$ cat config.mk
export PLATFORM = sky130hd
export DESIGN_NAME = lin_form_pipe
export DESIGN_NICKNAME = d
export VERILOG_FILES = /design/src/rtl/lin_form_pipe.sv
export SDC_FILE = /design/constraint.sdc
export NUM_CORES = 1
export LEC_CHECK = 0
export ABC_CLOCK_PERIOD_IN_PS = 3100
export CORE_ASPECT_RATIO = 1.5
export CORE_MARGIN = 8
export CORE_UTILIZATION = 53
export CTS_CLUSTER_SIZE = 28
export DETAILED_ROUTE_END_ITERATION = 8
export PLACE_DENSITY_LB_ADDON = 0.3
export SLEW_MARGIN = 40
export SYNTH_ARGS = -nofsm -noshare
export SYNTH_HDL_FRONTEND = slang
export SYNTH_SLANG_ARGS = --single-unit
$ cat constraint.sdc
create_clock -name clk -period 3.1 [get_ports clk]
set_input_delay 0.465 -clock clk [delete_from_list [all_inputs] [get_ports clk]]
set_output_delay 0.465 -clock clk [all_outputs]
set_load 0.02 [all_outputs]
$ cat src/rtl/lin_form_pipe.sv
// Two-stage pipelined unsigned linear-form evaluator t = sum coef[i]*x[i] with a
// threshold hit flag, valid/ready handshakes on both sides and saturating result counters.
module lin_form_pipe #(
  parameter int WIDTH = 10,
  parameter int N     = 2,
  parameter int CNT_W = 32,
  localparam int SUM_W = 2*WIDTH + $clog2(N)
) (
  input  logic                 clk,
  input  logic                 rst_n,
  input  logic                 clr,
  input  logic                 in_valid,
  output logic                 in_ready,
  input  logic [N*WIDTH-1:0]   coef,
  input  logic [N*WIDTH-1:0]   x,
  input  logic [SUM_W-1:0]     thresh,
  output logic                 out_valid,
  input  logic                 out_ready,
  output logic [SUM_W-1:0]     t,
  output logic                 hit,
  output logic [CNT_W-1:0]     sample_cnt,
  output logic [CNT_W-1:0]     hit_cnt
);

  localparam int PW = 2*WIDTH;

  logic                 s1_v;
  logic                 s2_v;
  logic                 s1_ce;
  logic                 s2_ce;
  logic                 accept;
  logic                 handoff;
  logic [N-1:0][PW-1:0] prod_d;
  logic [N-1:0][PW-1:0] prod_q;
  logic [SUM_W-1:0]     thresh_q;
  logic [SUM_W-1:0]     sum;

  function automatic logic [CNT_W-1:0] sat_inc(input logic [CNT_W-1:0] v, input logic en);
    if (en && (v != {CNT_W{1'b1}})) begin
      return v + {{(CNT_W-1){1'b0}}, 1'b1};
    end else begin
      return v;
    end
  endfunction

  // in_ready is combinational from out_ready so a full pipe still streams at one sample per clock
  assign s2_ce     = !s2_v | out_ready;
  assign s1_ce     = !s1_v | s2_ce;
  assign in_ready  = s1_ce;
  assign accept    = in_valid & in_ready;
  assign handoff   = s2_v & out_ready;
  assign out_valid = s2_v;

  // Full-precision products: operands are widened before multiplying
  always_comb begin
    prod_d = '0;
    for (int i = 0; i < N; i++) begin
      prod_d[i] = {{WIDTH{1'b0}}, coef[i*WIDTH +: WIDTH]} * {{WIDTH{1'b0}}, x[i*WIDTH +: WIDTH]};
    end
  end

  // Zero-extended sum of the stage-1 products
  always_comb begin
    sum = '0;
    for (int i = 0; i < N; i++) begin
      sum = sum + {{(SUM_W-PW){1'b0}}, prod_q[i]};
    end
  end

  // Stage 1: products and threshold captured with the accepted sample
  always_ff @(posedge clk or negedge rst_n) begin
    if (!rst_n) begin
      s1_v     <= 1'b0;
      prod_q   <= '0;
      thresh_q <= '0;
    end else if (s1_ce) begin
      s1_v     <= accept;
      prod_q   <= prod_d;
      thresh_q <= thresh;
    end else begin
      s1_v     <= s1_v;
    end
  end

  // Stage 2: result and hit flag, held while downstream stalls
  always_ff @(posedge clk or negedge rst_n) begin
    if (!rst_n) begin
      s2_v <= 1'b0;
      t    <= '0;
      hit  <= 1'b0;
    end else if (s2_ce) begin
      s2_v <= s1_v;
      t    <= sum;
      hit  <= (sum <= thresh_q);
    end else begin
      s2_v <= s2_v;
    end
  end

  // Saturating counters; clr takes priority over a simultaneous hand-off
  always_ff @(posedge clk or negedge rst_n) begin
    if (!rst_n) begin
      sample_cnt <= '0;
      hit_cnt    <= '0;
    end else if (clr) begin
      sample_cnt <= '0;
      hit_cnt    <= '0;
    end else if (handoff) begin
      sample_cnt <= sat_inc(sample_cnt, 1'b1);
      hit_cnt    <= sat_inc(hit_cnt, hit);
    end else begin
      sample_cnt <= sample_cnt;
      hit_cnt    <= hit_cnt;
    end
  end

endmodule

==> Flow_metrics.wiki <==
{| class="wikitable"
! Metric !! Value
|-
| Status || finished, violations left
|-
| Violated checks || setup timing
|-
| Mapped Cells || 1584
|-
| Worst Clk Skew || 0.0130 ns
|-
| PD cells || 966 nW/um2
|-
| Die height || roughly 220 um
|-
| Vias in the first global route || 13500
|-
| Switching part of the total || 43.3%
|-
| CTS tree || done
|-
| Total via count in the routed design || 12800
|-
| Path type of the worst min-delay path || in2async
|-
| Switching component of the power || around 8.5 mW
|-
| Overall fraction of global-route tracks in use || 24.5%
|-
| Std-Cell Rows || between 70 and 80
|-
| Area of the die || 32900 um2
|-
| Leakage || 9.47 nW
|-
| Pin count of the biggest net entering global routing || 87
|-
| Most common library cells after synthesis || nand2_1 (191), inv_1 (163), ha_1 (153)
|-
| Layout net count || 2298
|-
| Maximum fanout count along the critical path || 3
|-
| Number of synthesized flops with an enable pin || 0
|-
| Post-Route Utilization || 74.8%
|-
| Slew at the pin closest to its max-slew limit || roughly 0.73 ns
|-
| Clock-pin slew on the worst setup and hold paths || about 0.07 ns
|-
| Fraction of synthesized cell area taken by the top area cell type || about 26%
|-
| Fin. Hold Viols || 0
|-
| Post-synth ARST share || between 90% and 100%
|-
| Cell taking the most area after synthesis || dfrtp_1
|-
| Worst reg2reg setup slack || -0.32 ns
|-
| CTS Root Buffer Type || clkbuf_16
|-
| Area of the mapped netlist || 14400 um2
|-
| Cell depth of the worst flop-to-flop path || 14
|-
| Total power || just under 20 mW
|-
| Number of clock sinks || 149
|-
| Yosys cell types || 66
|-
| VDD IR-drop max || 0.749 mV
|-
| Comb power frac || 75.9%
|-
| Die W || between 150 and 200 um
|-
| Post-DRT Antenna Nets || 0
|-
| Share of the yosys chip area belonging to registers || 25.8%
|-
| Post-detail-place hpwl || about 30000 um
|-
| H-tree levels || 4
|-
| Period minus WS final || about 4.6 ns
|-
| Routability congestion estimate from global placement || ~0.89
|-
| Most used flip-flop cell after synthesis || dfrtp_1
|-
| Arrival time reported for the critical path endpoint || 4.90 ns
|-
| Internal power || 11.1 mW
|-
| Worst hold slack across all endpoints || 0.0226 ns
|-
| DRT iter0 DRCs || 559
|-
| Total number of yosys warnings || 0
|-
| Number of hold-repair buffers added at the cts stage || 0
|-
| Routed wire per std cell || 18.0 um
|-
| Period Utilization, post-route || 148%
|-
| Part of the power in the clock network || 10.2%
|-
| Synthesized area divided by synthesized cell count || between 9 and 10 um2
|-
| Routed via count divided by cell count || 5.53
|-
| IO Count || 154
|-
| Final Worst Setup Slack || -1.50 ns
|-
| Flip-flop and latch count after synthesis || between 100 and 150
|-
| Maximum buffer depth of the clock tree || 2
|-
| Critical Path Sink Type || flip-flop
|-
| Total detailed-routing wirelength || 41600 um
|-
| Max-slew headroom || between 50 and 60%
|-
| Sequential group share of total power || 13.9%
|-
| Num CTS Buffers || 17
|-
| Residual DRC || 0
|-
| Reported max-cap violation count || 0
|-
| Fraction of layout instances using a drive strength above 1 || ~29%
|-
| Reg-to-Reg Start || prod_q[25]$_DFFE_PN0N_
|-
| Area added between synthesis and finish || 40.1%
|-
| Post-synth net total || 1928
|-
| Latest clock arrival within the worst-skew pair || 0.43 ns
|-
| Pins Over Slew Limit || 0
|-
| # diodes || 0
|-
| Most frequent cell after synthesis || nand2_1
|-
| Buffers on Ports || 153
|-
| Reg-to-Reg End || hit$_DFFE_PN0P_
|-
| First-pass DRT Iterations || 5
|-
| Leftover overflow at the end of global routing || 0
|-
| First-pass GRT wire length || 65000 um
|-
| Critical path data required time || about 3.4 ns
|-
| Count of endpoints failing setup in the final report || 31
|-
| Startpoint-to-endpoint class of the critical path || in2reg
|-
| Setup repair after global routing missed its margin || yes
|-
| Effective utilization at floorplan || 53.4%
|-
| Type of element launching the critical path || input pin
|-
| Ranking of synthesized cells by area || dfrtp_1 (26%), fa_1 (17%), ha_1 (13%)
|-
| Number of antenna violations at the first check in global routing || 0
|-
| Area inside the core boundary || 27000 um2
|-
| Maximum operating frequency || around 0.22 GHz
|}
## per-stage QoR
stage          worst slack, ns  TNS, ns  std cells  area, um2
3_5_place_dp             -2.44   -63.90       2220      18100
5_1_grt                  -1.65   -39.28       2309      20200
3_3_place_gp             -2.36   -61.60       2220      18100
4_1_cts                  -1.46   -31.88       2294      19700
2_1_floorplan            -1.65   -35.17       1584      15100
6_report                 -1.50   -34.96       2309      20200
## sequential cells by signal, indices dropped and copies added (netlist names)
signal      count
prod_q         40
hit_cnt        32
sample_cnt     32
t              21
thresh_q       21
hit             1
out_valid       1
s1_v            1
## final cells by class
type | instances | area (um2)
clock inverters | 10 | 100
multi-input cells | 1224 | 11200
repair buffers | 399 | 3690
inverters | 163 | 612
well taps | 342 | 428
fillers | 1788 | 6820
flip-flops and latches | 149 | 3730
clock buffers | 22 | 454
## critical path, cell delays in order
cell	delay, ns
buf_8	0.08
nand2_4	0.05
fa_1	0.54
inv_2	0.04
fa_1	0.53
inv_1	0.06
fa_1	0.50
inv_2	0.04
fa_1	0.49
inv_1	0.06
fa_1	0.50
inv_2	0.05
ha_4	0.22
buf_6	0.13
nor2_4	0.21
a21oi_4	0.06
a31oi_4	0.23
a21oi_2	0.11
a31oi_1	0.23
xor2_1	0.20
a21oi_1	0.09
## logic make-up after synthesis
family	after synthesis	share of synthesized area, %
compound gates	253	10.8
xor+xnor	93	5.65
fa+ha+maj	278	30.6
buf+inv	211	5.55
flops	149	25.8
mux	11	0.841
simple gates	589	20.7
## layer usage
layer / GRT usage (%) / part of all wire, % / up-vias
met5: 0 / 0 / -
met4: 11.1 / 4.1 / 0
met3: 3.34 / 4.5 / 109
met2: 46.1 / 54 / 363
met1: 26.2 / 37 / 6312
li1: - / - / 5987
## power by group through the flow
stage	logic, mW	registers (mW)	clock network (mW)
2_1_floorplan	7.56	2.81	0
3_3_place_gp	11.5	2.72	0
3_5_place_dp	11.9	2.73	0
4_1_cts	13.6	2.71	1.99
5_1_grt	16.2	2.76	2.08
6_report	14.8	2.72	1.98
## worst max path at each step
| stage | startpoint | endpoint | slack, ns |
|---|---|---|---|
| 5_1_grt | coef[17] | prod_q[37]$_DFFE_PN0N_ | -1.65 |
| 3_5_place_dp | x[5] | prod_q[17]$_DFFE_PN0N_ | -2.44 |
| 6_report | coef[17] | prod_q[37]$_DFFE_PN0N_ | -1.50 |
| 4_1_cts | coef[5] | prod_q[19]$_DFFE_PN0N_ | -1.46 |
| 3_3_place_gp | x[1] | prod_q[17]$_DFFE_PN0N_ | -2.36 |
| 2_1_floorplan | coef[17] | prod_q[39]$_DFFE_PN0N_ | -1.65 |
## placed cells by master, fill, tap and decap left out, drive strengths merged, types with 74 or more instances in the layout
cell type      count
a21oi             74
fa               125
nand2            191
ha               153
inv              165
and2             133
o21ai             83
dfrtp            149
buf              279
nor2             114
clkdlybuf4s50    113
## repair_timing
item / CTS / global route
pin swaps: 154 / 101
setup endpoints to repair: 33 / 32
gates resized for setup: 354 / 100
setup buffers: 45 / 21
endpoints found under the hold margin: 0 / 0
Note: power is estimated with default switching activity, not from simulation.
